===== src/rtl/mem_arb_pkg.sv =====
// Shared definitions for the two-port line arbiter in front of the data memory.
package mem_arb_pkg;

  typedef enum logic {
    IDLE = 1'b0,
    BUSY = 1'b1
  } state_t;

  localparam logic PORT_I = 1'b0;
  localparam logic PORT_D = 1'b1;

  localparam int unsigned DEF_ADDR_W = 32;
  localparam int unsigned DEF_DATA_W = 256;

endpackage


===== src/rtl/arb_rr2.sv =====
// Combinational 2-way picker: round-robin tie-break, or port 1 always wins when FIXED_PRIO is set.
module arb_rr2
  import mem_arb_pkg::*;
#(
  parameter bit FIXED_PRIO = 1'b0
) (
  input  logic [1:0] req,
  input  logic       last_grant,
  output logic       gnt_valid,
  output logic       gnt_idx
);

  always_comb begin
    gnt_valid = |req;
    gnt_idx   = PORT_I;
    unique case (req)
      2'b01:   gnt_idx = PORT_I;
      2'b10:   gnt_idx = PORT_D;
      2'b11:   gnt_idx = FIXED_PRIO ? PORT_D : ~last_grant;
      default: gnt_idx = PORT_I;
    endcase
  end

endmodule


===== src/rtl/mem_arbiter.sv =====
// Shares one line-wide data memory between the I-cache (port 0) and D-cache (port 1),
// one whole-line transaction at a time; the grant is held until the memory acknowledges.
module mem_arbiter
  import mem_arb_pkg::*;
#(
  parameter int unsigned ADDR_W     = DEF_ADDR_W,
  parameter int unsigned DATA_W     = DEF_DATA_W,
  parameter bit          FIXED_PRIO = 1'b0
) (
  input  logic              clk_i,
  input  logic              rst_i,
  input  logic              m0_enable_i,
  input  logic              m0_write_i,
  input  logic [ADDR_W-1:0] m0_addr_i,
  input  logic [DATA_W-1:0] m0_data_i,
  output logic              m0_ack_o,
  output logic [DATA_W-1:0] m0_data_o,
  input  logic              m1_enable_i,
  input  logic              m1_write_i,
  input  logic [ADDR_W-1:0] m1_addr_i,
  input  logic [DATA_W-1:0] m1_data_i,
  output logic              m1_ack_o,
  output logic [DATA_W-1:0] m1_data_o,
  output logic              mem_enable_o,
  output logic              mem_write_o,
  output logic [ADDR_W-1:0] mem_addr_o,
  output logic [DATA_W-1:0] mem_data_o,
  input  logic              mem_ack_i,
  input  logic [DATA_W-1:0] mem_data_i
);

  state_t state, state_nxt;
  logic   owner, last_grant;
  logic   gnt_valid, gnt_idx;
  logic   grant, done;

  arb_rr2 #(.FIXED_PRIO(FIXED_PRIO)) u_pick (
    .req        ({m1_enable_i, m0_enable_i}),
    .last_grant (last_grant),
    .gnt_valid  (gnt_valid),
    .gnt_idx    (gnt_idx)
  );

  always_comb begin
    state_nxt = state;
    grant     = 1'b0;
    done      = 1'b0;
    unique case (state)
      IDLE: if (gnt_valid) begin
        state_nxt = BUSY;
        grant     = 1'b1;
      end
      BUSY: if (mem_ack_i) begin
        state_nxt = IDLE;
        done      = 1'b1;
      end
      default: state_nxt = IDLE;
    endcase
  end

  always_ff @(posedge clk_i or negedge rst_i) begin
    if (!rst_i) begin
      state        <= IDLE;
      owner        <= PORT_I;
      last_grant   <= PORT_D;
      mem_enable_o <= 1'b0;
      mem_write_o  <= 1'b0;
      mem_addr_o   <= '0;
      mem_data_o   <= '0;
    end else begin
      state <= state_nxt;
      if (grant) begin
        owner        <= gnt_idx;
        last_grant   <= gnt_idx;
        mem_enable_o <= 1'b1;
        mem_write_o  <= (gnt_idx == PORT_D) ? m1_write_i : m0_write_i;
        mem_addr_o   <= (gnt_idx == PORT_D) ? m1_addr_i  : m0_addr_i;
        mem_data_o   <= (gnt_idx == PORT_D) ? m1_data_i  : m0_data_i;
      end else if (done) begin
        // addr/data intentionally keep their last values after completion
        mem_enable_o <= 1'b0;
        mem_write_o  <= 1'b0;
      end
    end
  end

  always_comb begin
    m0_ack_o  = done && (owner == PORT_I);
    m1_ack_o  = done && (owner == PORT_D);
    m0_data_o = mem_data_i;
    m1_data_o = mem_data_i;
  end

endmodule

===== config.mk =====
export PLATFORM = sky130hd
export DESIGN_NAME = mem_arbiter
export DESIGN_NICKNAME = d
export VERILOG_FILES = /design/src/rtl/mem_arb_pkg.sv /design/src/rtl/arb_rr2.sv /design/src/rtl/mem_arbiter.sv
export SDC_FILE = /design/constraint.sdc
export NUM_CORES = 1
export LEC_CHECK = 0
export CELL_PAD_IN_SITES_DETAIL_PLACEMENT = 2
export CELL_PAD_IN_SITES_GLOBAL_PLACEMENT = 2
export CORE_AREA = 2 2 644 646
export CTS_CLUSTER_SIZE = 24
export DETAILED_ROUTE_END_ITERATION = 10
export DIE_AREA = 0 0 646 648
export PLACE_DENSITY_LB_ADDON = 0.15
export SYNTH_ARGS = -nofsm -noshare
export SYNTH_HDL_FRONTEND = slang
export SYNTH_HIERARCHICAL = 1
export SYNTH_SLANG_ARGS = --single-unit

===== constraint.sdc =====
create_clock -name clk_i -period 1.36 [get_ports clk_i]
set_input_delay 0.408 -clock clk_i [delete_from_list [all_inputs] [get_ports clk_i]]
set_output_delay 0.408 -clock clk_i [all_outputs]
set_load 0.005 [all_outputs]

### After elaboration in Yosys (flattened, before gate mapping)

Index checks and enable logic that the tools add are counted.

| cells by class | value |
|---|---|
| eq/ne operators | 2 |
| muxes and demuxes | 13 |
| bitwise operators | 3 |
| reductions and logical operators | 4 |

Operator list:

| cell | number |
|---|---|
| $mux 256 | 1 |
| $mux 32 | 1 |
| $mux 1 | 9 |
| $eq 2x2->1 const B | 2 |
| $pmux 1 s2 | 2 |
| $not 1->1 | 3 |
| $logic_and 1x1->1 | 2 |
| $reduce_bool 2->1 | 1 |
| $reduce_or 2->1 | 1 |

| word-level totals | value |
|---|---|
| register bits | 293 |
| input port bits | 839 |
| output and inout bits | 804 |
| word-level logic and storage cells | 29 |

### Depth between registers and ports, before layout

| logic depth | value |
|---|---|
| word-level depth | 4 |
| mapped depth | 7 |
| depth with buffers taken out | 4 |

### Cells and area by module

Netlist, hierarchy kept.

Modules (own cells, without submodules):

| module | instances | cells an instance | area an instance (µm²) | seq. area each (µm²) |
|---|---|---|---|---|
| mem_arbiter | 1 | 1782 | 18841.8 | 7333.3 |
| arb_rr2 | 1 | 2 | 13.8 | 0.0 |

### Least setup slack after synthesis

OpenSTA, ideal clock, no wires.

| path | value |
|---|---|
| path type | input -> register |
| from | input m1_enable_i |
| to | register mem_data_o[176] |
| arrival time | 1.312 ns |
| setup slack | -0.073 ns |
| stages on the path | 6 |
| buffers on the path | 3 |
| path through | a21boi_1 buf_4 buf_8 buf_4 mux2i_1 o21ai_2 |

| on the way | value |
|---|---|
| longest elaborated chain between the ends | 3 |
| elaborated cells on any way between the ends | 7 |

RTL lines:

| what | RTL line | text |
|---|---|---|
| start, declared | mem_arbiter.sv:18 | `input logic m1_enable_i,` |
| $eq 2x2->1 or $reduce_or 2->1 (tied branches) | arb_rr2.sv:16, arb_rr2.sv:14 |  |
| $pmux 1 s2 or $mux 1 (tied branches) | arb_rr2.sv:16, mem_arbiter.sv:49 |  |
| $mux 256 or $mux 1 (tied branches) | mem_arbiter.sv:78, mem_arbiter.sv:48 |  |
| end signal, assigned | mem_arbiter.sv:78 | `mem_data_o <= (gnt_idx == PORT_D) ? m1_data_i : m0_data_i;` |
| end, declared | mem_arbiter.sv:27 | `output logic [DATA_W-1:0] mem_data_o,` |

Parallel ways exist; a longest one is shown, timed or not.
A chain may end at the register's enable or synchronous reset.

### Worst setup path after layout

| path | value |
|---|---|
| from | register last_grant |
| to | register mem_data_o[181] |

| on the way | value |
|---|---|
| longest elaborated chain between the ends | 3 |

RTL lines:

| what | RTL line | text |
|---|---|---|
| start, declared | mem_arbiter.sv:33 | `logic owner, last_grant;` |
| start signal, assigned | mem_arbiter.sv:74 | `last_grant <= gnt_idx;` |
| $not 1->1 | arb_rr2.sv:19 | `2'b11: gnt_idx = FIXED_PRIO ? PORT_D : ~last_grant;` |
| $pmux 1 s2 | arb_rr2.sv:16 | `unique case (req)` |
| via gnt_idx | mem_arbiter.sv:34 | `logic gnt_valid, gnt_idx;` |
| $mux 256 | mem_arbiter.sv:78 |  |

The timed path passes the listed nets, and every way through them passes these cells.

==> impl_table.tex <==
\begin{tabular}{lr}
\hline
Metric & Value \\
\hline
\multicolumn{2}{l}{\textbf{Status}} \\
\quad Outcome & finished with violations \\
\quad Violated checks & negative setup slack \\
\multicolumn{2}{l}{\textbf{Global route}} \\
\quad Met2 track utilization from global routing & 13.7\% \\
\quad Top Usage Layer GRT & met2 \\
\quad Antenna violations before repair & 8 \\
\quad Number of global-route vias before repair & about 19,000 \\
\quad Largest net degree at the start of global routing & 23 \\
\quad GR met1 Demand/Resource & under 10\% \\
\quad Global-route wire length before repair & 220 mm \\
\quad Total gr overflow & 0 \\
\quad Met3 Resource Use GR & 5.82\% \\
\quad Combined global-route utilization of all metal layers & between 8 and 9\% \\
\multicolumn{2}{l}{\textbf{Die}} \\
\quad Die outline area & between 0.4 and 0.5 mm2 \\
\quad Site row count & approximately 240 \\
\quad Starting Density & approximately 4.6\% \\
\quad Area of the placeable core & approximately 0.41 mm2 \\
\quad Boundary pin count & 1,643 \\
\quad Horizontal die dimension & $\sim$650 um \\
\quad Die H & 648 um \\
\multicolumn{2}{l}{\textbf{Logic synthesis}} \\
\quad Yosys Warn Count & 6 \\
\quad Adder-cell share of the synthesized area & 0\% \\
\quad Post-synthesis simple-gate area fraction & around 8.6\% \\
\quad Register bit count reported by yosys & around 290 \\
\quad Combinational family with the most area after synthesis & buffers and inverters \\
\quad Average cell area after synthesis & approximately 11 um2 \\
\quad XOR/XNOR Fraction of Synth Area & 0\% \\
\quad Post-synthesis cell type count & 21 \\
\quad Complex-gate fraction of the synthesized area & a little under an eighth \\
\quad Synth Instances & $\sim$1,800 \\
\quad Share of cell area taken by muxes after synthesis & 15.3\% \\
\quad Proportion of synthesized chip area in sequential cells & a little under 40\% \\
\quad Cell area after synthesis & $\sim$0.019 mm2 \\
\quad Net count after synthesis & 2,623 \\
\multicolumn{2}{l}{\textbf{Timing}} \\
\quad Fin worst setup slack & -0.527 ns \\
\quad Number of max-slew violations in the final report & 0 \\
\quad Post-route minimum period & approximately 1.9 ns \\
\quad Peak Freq & approximately 530 MHz \\
\quad Relative slew slack & 72.0\% \\
\quad Unrepaired setup endpoints after global routing & yes \\
\quad Final period utilization & 139\% \\
\quad Setup Skew & $\sim$0.023 ns \\
\quad Final setup vio count & between 500 and 600 \\
\quad Transition at the pin with the smallest max-transition slack & 0.418 ns \\
\quad Final Hold Vio Count & 0 \\
\multicolumn{2}{l}{\textbf{Detailed routing}} \\
\quad Initial drt markers & roughly 340 \\
\quad Ratio of routed vias to standard cells & about 2 \\
\quad Pre-Repair DR Iteration Count & 4 \\
\quad Final routed wire length divided by cell count & between 20 and 25 um \\
\quad Number of remaining DRC errors & 0 \\
\quad Count of nets left with antenna violations after detail routing & 0 \\
\quad Total vias in the final route & 16,120 \\
\quad Routed Wire Length & between 150 and 200 mm \\
\multicolumn{2}{l}{\textbf{Clock tree}} \\
\quad Clock tree from TritonCTS & built \\
\quad Number of sinks handled by clock tree synthesis & roughly 290 \\
\quad H-Tree Depth & 2 \\
\quad TritonCTS buffer count & 51 \\
\quad CTS root buf & sky130\_fd\_sc\_hd\_\_clkbuf\_16 \\
\quad Clock Path Buffers & 3 \\
\quad Insertion delay of the later-clocked pin in the worst-skew pair & 0.70 ns \\
\quad Clock slew at the register clock pins of the worst setup and hold paths & 0.06 ns \\
\multicolumn{2}{l}{\textbf{Placement}} \\
\quad Worst slack at placement & -1.94 ns \\
\quad Buffers on Ports & around 870 \\
\quad Last weighted congestion value of the routability-driven placer & 0.666 \\
\quad Detailed-placement wirelength estimate & around 140 mm \\
\multicolumn{2}{l}{\textbf{Critical path}} \\
\quad Nature of the critical path startpoint & flop \\
\quad Max Fanout on Critical Path & 7 \\
\quad Reg2Reg Launch Point & last\_grant \\
\quad Data required time at the worst endpoint & a little under 2 ns \\
\quad Worst setup EP type & flop \\
\quad Worst Reg2Reg Path Length in Cells & 9 \\
\quad CP Class & reg -> reg \\
\quad Startpoint of the most critical setup path & last\_grant \\
\quad End of the worst register-to-register path & mem\_data\_o[181] \\
\quad Crit path DAT & about 2.5 ns \\
\quad Register-to-register path setup slack & -0.53 ns \\
\multicolumn{2}{l}{\textbf{Flow run}} \\
\quad Count of max-cap constraint violations & 0 \\
\multicolumn{2}{l}{\textbf{Power}} \\
\quad Post-route total power & between 60,000 and 70,000 uW \\
\quad Worst VDD drop & a little over 900 uV \\
\quad Static leakage & roughly 0.015 uW \\
\quad PD cells & 1600 mW/mm2 \\
\multicolumn{2}{l}{\textbf{Cells and area}} \\
\quad Share of cells above drive strength 1 & 56.6\% \\
\quad Utilization of the core after routing & between 9 and 10\% \\
\quad Area Overhead vs Synth & 115\% \\
\quad Nets & 3,415 \\
\multicolumn{2}{l}{\textbf{Worst hold path}} \\
\quad Worst Hold Class & in -> async \\
\hline
\end{tabular}
critical path, stage by stage (launching register included):
cell and delay, ns:
sky130_fd_sc_hd__dfstp_2 0.56, sky130_fd_sc_hd__a21boi_4 0.07, sky130_fd_sc_hd__buf_6 0.15, sky130_fd_sc_hd__buf_16 0.15, sky130_fd_sc_hd__buf_12 0.14, sky130_fd_sc_hd__buf_8 0.12
sky130_fd_sc_hd__buf_12 0.14, sky130_fd_sc_hd__buf_12 0.15, sky130_fd_sc_hd__mux2i_1 0.16, sky130_fd_sc_hd__o21ai_1 0.09
final cells by class:
| cell class | instances | area (um2) |
|---|---|---|
| diodes | 1 | 2.50 |
| clock buffers | 81 | 1560 |
| clock inverters | 11 | 123 |
| fillers | 47569 | 371000 |
| inverters | 1 | 3.75 |
| multi-input cells | 882 | 8780 |
| flip-flops and latches | 293 | 7380 |
| well taps | 5474 | 6850 |
| repair buffers | 1347 | 15800 |
stage by stage:
step,hold WS [ns],cell area [um2],cells,setup TNS (ns)
final,0.292,40500,8090,-206.11
after global routing,0.245,40500,8090,-266.89
after CTS,0.206,40200,8094,-266.89
after detailed placement,0.246,33200,7806,-485.96
after global placement,0.245,33200,7806,-481.61
after floorplan,0.112,18900,1784,-1.30
flip-flops by register name (all words and copies together), names as in the netlist:
name,cells
mem_write_o,1
mem_addr_o,32
mem_data_o,256
last_grant,1
mem_enable_o,1
state,1
owner,1
how the worst max path moves through the flow:
stage,end
floorplan,mem_data_o[176]
global placement,mem_data_o[93]
detailed placement,mem_data_o[93]
CTS,m0_ack_o
global route,mem_data_o[181]
finish,mem_data_o[181]
cell usage after synthesis:
cell type	count	area (um2)
sky130_fd_sc_hd__a21oi_1	1	5.00
sky130_fd_sc_hd__nor2b_1	1	6.26
sky130_fd_sc_hd__mux2i_1	289	2890
sky130_fd_sc_hd__nand2_2	192	1200
sky130_fd_sc_hd__nand2_1	104	390
sky130_fd_sc_hd__buf_6	11	124
sky130_fd_sc_hd__dfrtp_1	292	7310
sky130_fd_sc_hd__inv_1	1	3.75
sky130_fd_sc_hd__or2_1	1	6.26
sky130_fd_sc_hd__o21ai_2	200	1750
sky130_fd_sc_hd__buf_12	22	440
sky130_fd_sc_hd__buf_2	48	240
sky130_fd_sc_hd__nand2b_4	1	13.8
sky130_fd_sc_hd__o21ai_0	1	5.00
sky130_fd_sc_hd__dfstp_2	1	26.3
sky130_fd_sc_hd__nor2_1	1	3.75
sky130_fd_sc_hd__a21boi_1	1	7.51
sky130_fd_sc_hd__buf_4	524	3930
sky130_fd_sc_hd__buf_8	3	45.0
sky130_fd_sc_hd__o21ai_1	89	445
sky130_fd_sc_hd__and3_1	1	6.26
cells by family after synthesis:
kind of cell	count (synthesis)
flip-flops	293
buffers and inverters	609
AO/OA/AOI/OAI	292
multiplexers	289
AND/OR/NAND/NOR	301
power breakdown:
group          internal, uW  switching (uW)  leakage (uW)  total [uW]
Combinational         19400           15700        0.0105       35100
Clock                  8160            5850      0.000828       14000
Sequential            12200            3440       0.00355       15600
Total                 39700           25000        0.0149       64700
routing by layer:
| layer | wire length [um] | part of all wire (%) |
|---|---|---|
| met1 | 60600 | 35 |
| met2 | 84400 | 48 |
| met3 | 26300 | 15 |
| met4 | 3590 | 2.0 |
| met5 | 260 | 0.15 |
what timing repair did:
action / 4_1_cts / 5_1_grt
pin swaps: 17 / 13
hold endpoints to repair: 230 / 0
setup endpoints to repair: 585 / 585
hold buffers: 2 / 0
buffers inserted: 187 / 11
gates cloned: 60 / 2
gates resized for setup: 1409 / 71
placed cells by master, fill, tap and decap left out, types with 26 or more instances in the layout:
cell type and n:
sky130_fd_sc_hd__nand2_1 85, sky130_fd_sc_hd__buf_8 26, sky130_fd_sc_hd__clkdlybuf4s50_1 580, sky130_fd_sc_hd__buf_2 85
sky130_fd_sc_hd__clkbuf_16 54, sky130_fd_sc_hd__o21ai_2 214, sky130_fd_sc_hd__dfrtp_1 258, sky130_fd_sc_hd__nand2_2 210
sky130_fd_sc_hd__buf_6 136, sky130_fd_sc_hd__mux2i_2 26, sky130_fd_sc_hd__o21ai_1 75, sky130_fd_sc_hd__mux2i_4 146
sky130_fd_sc_hd__buf_16 76, sky130_fd_sc_hd__mux2i_1 117, sky130_fd_sc_hd__buf_12 167, sky130_fd_sc_hd__buf_4 270
sky130_fd_sc_hd__dfrtp_2 34
(Power assumes the default switching activity.)
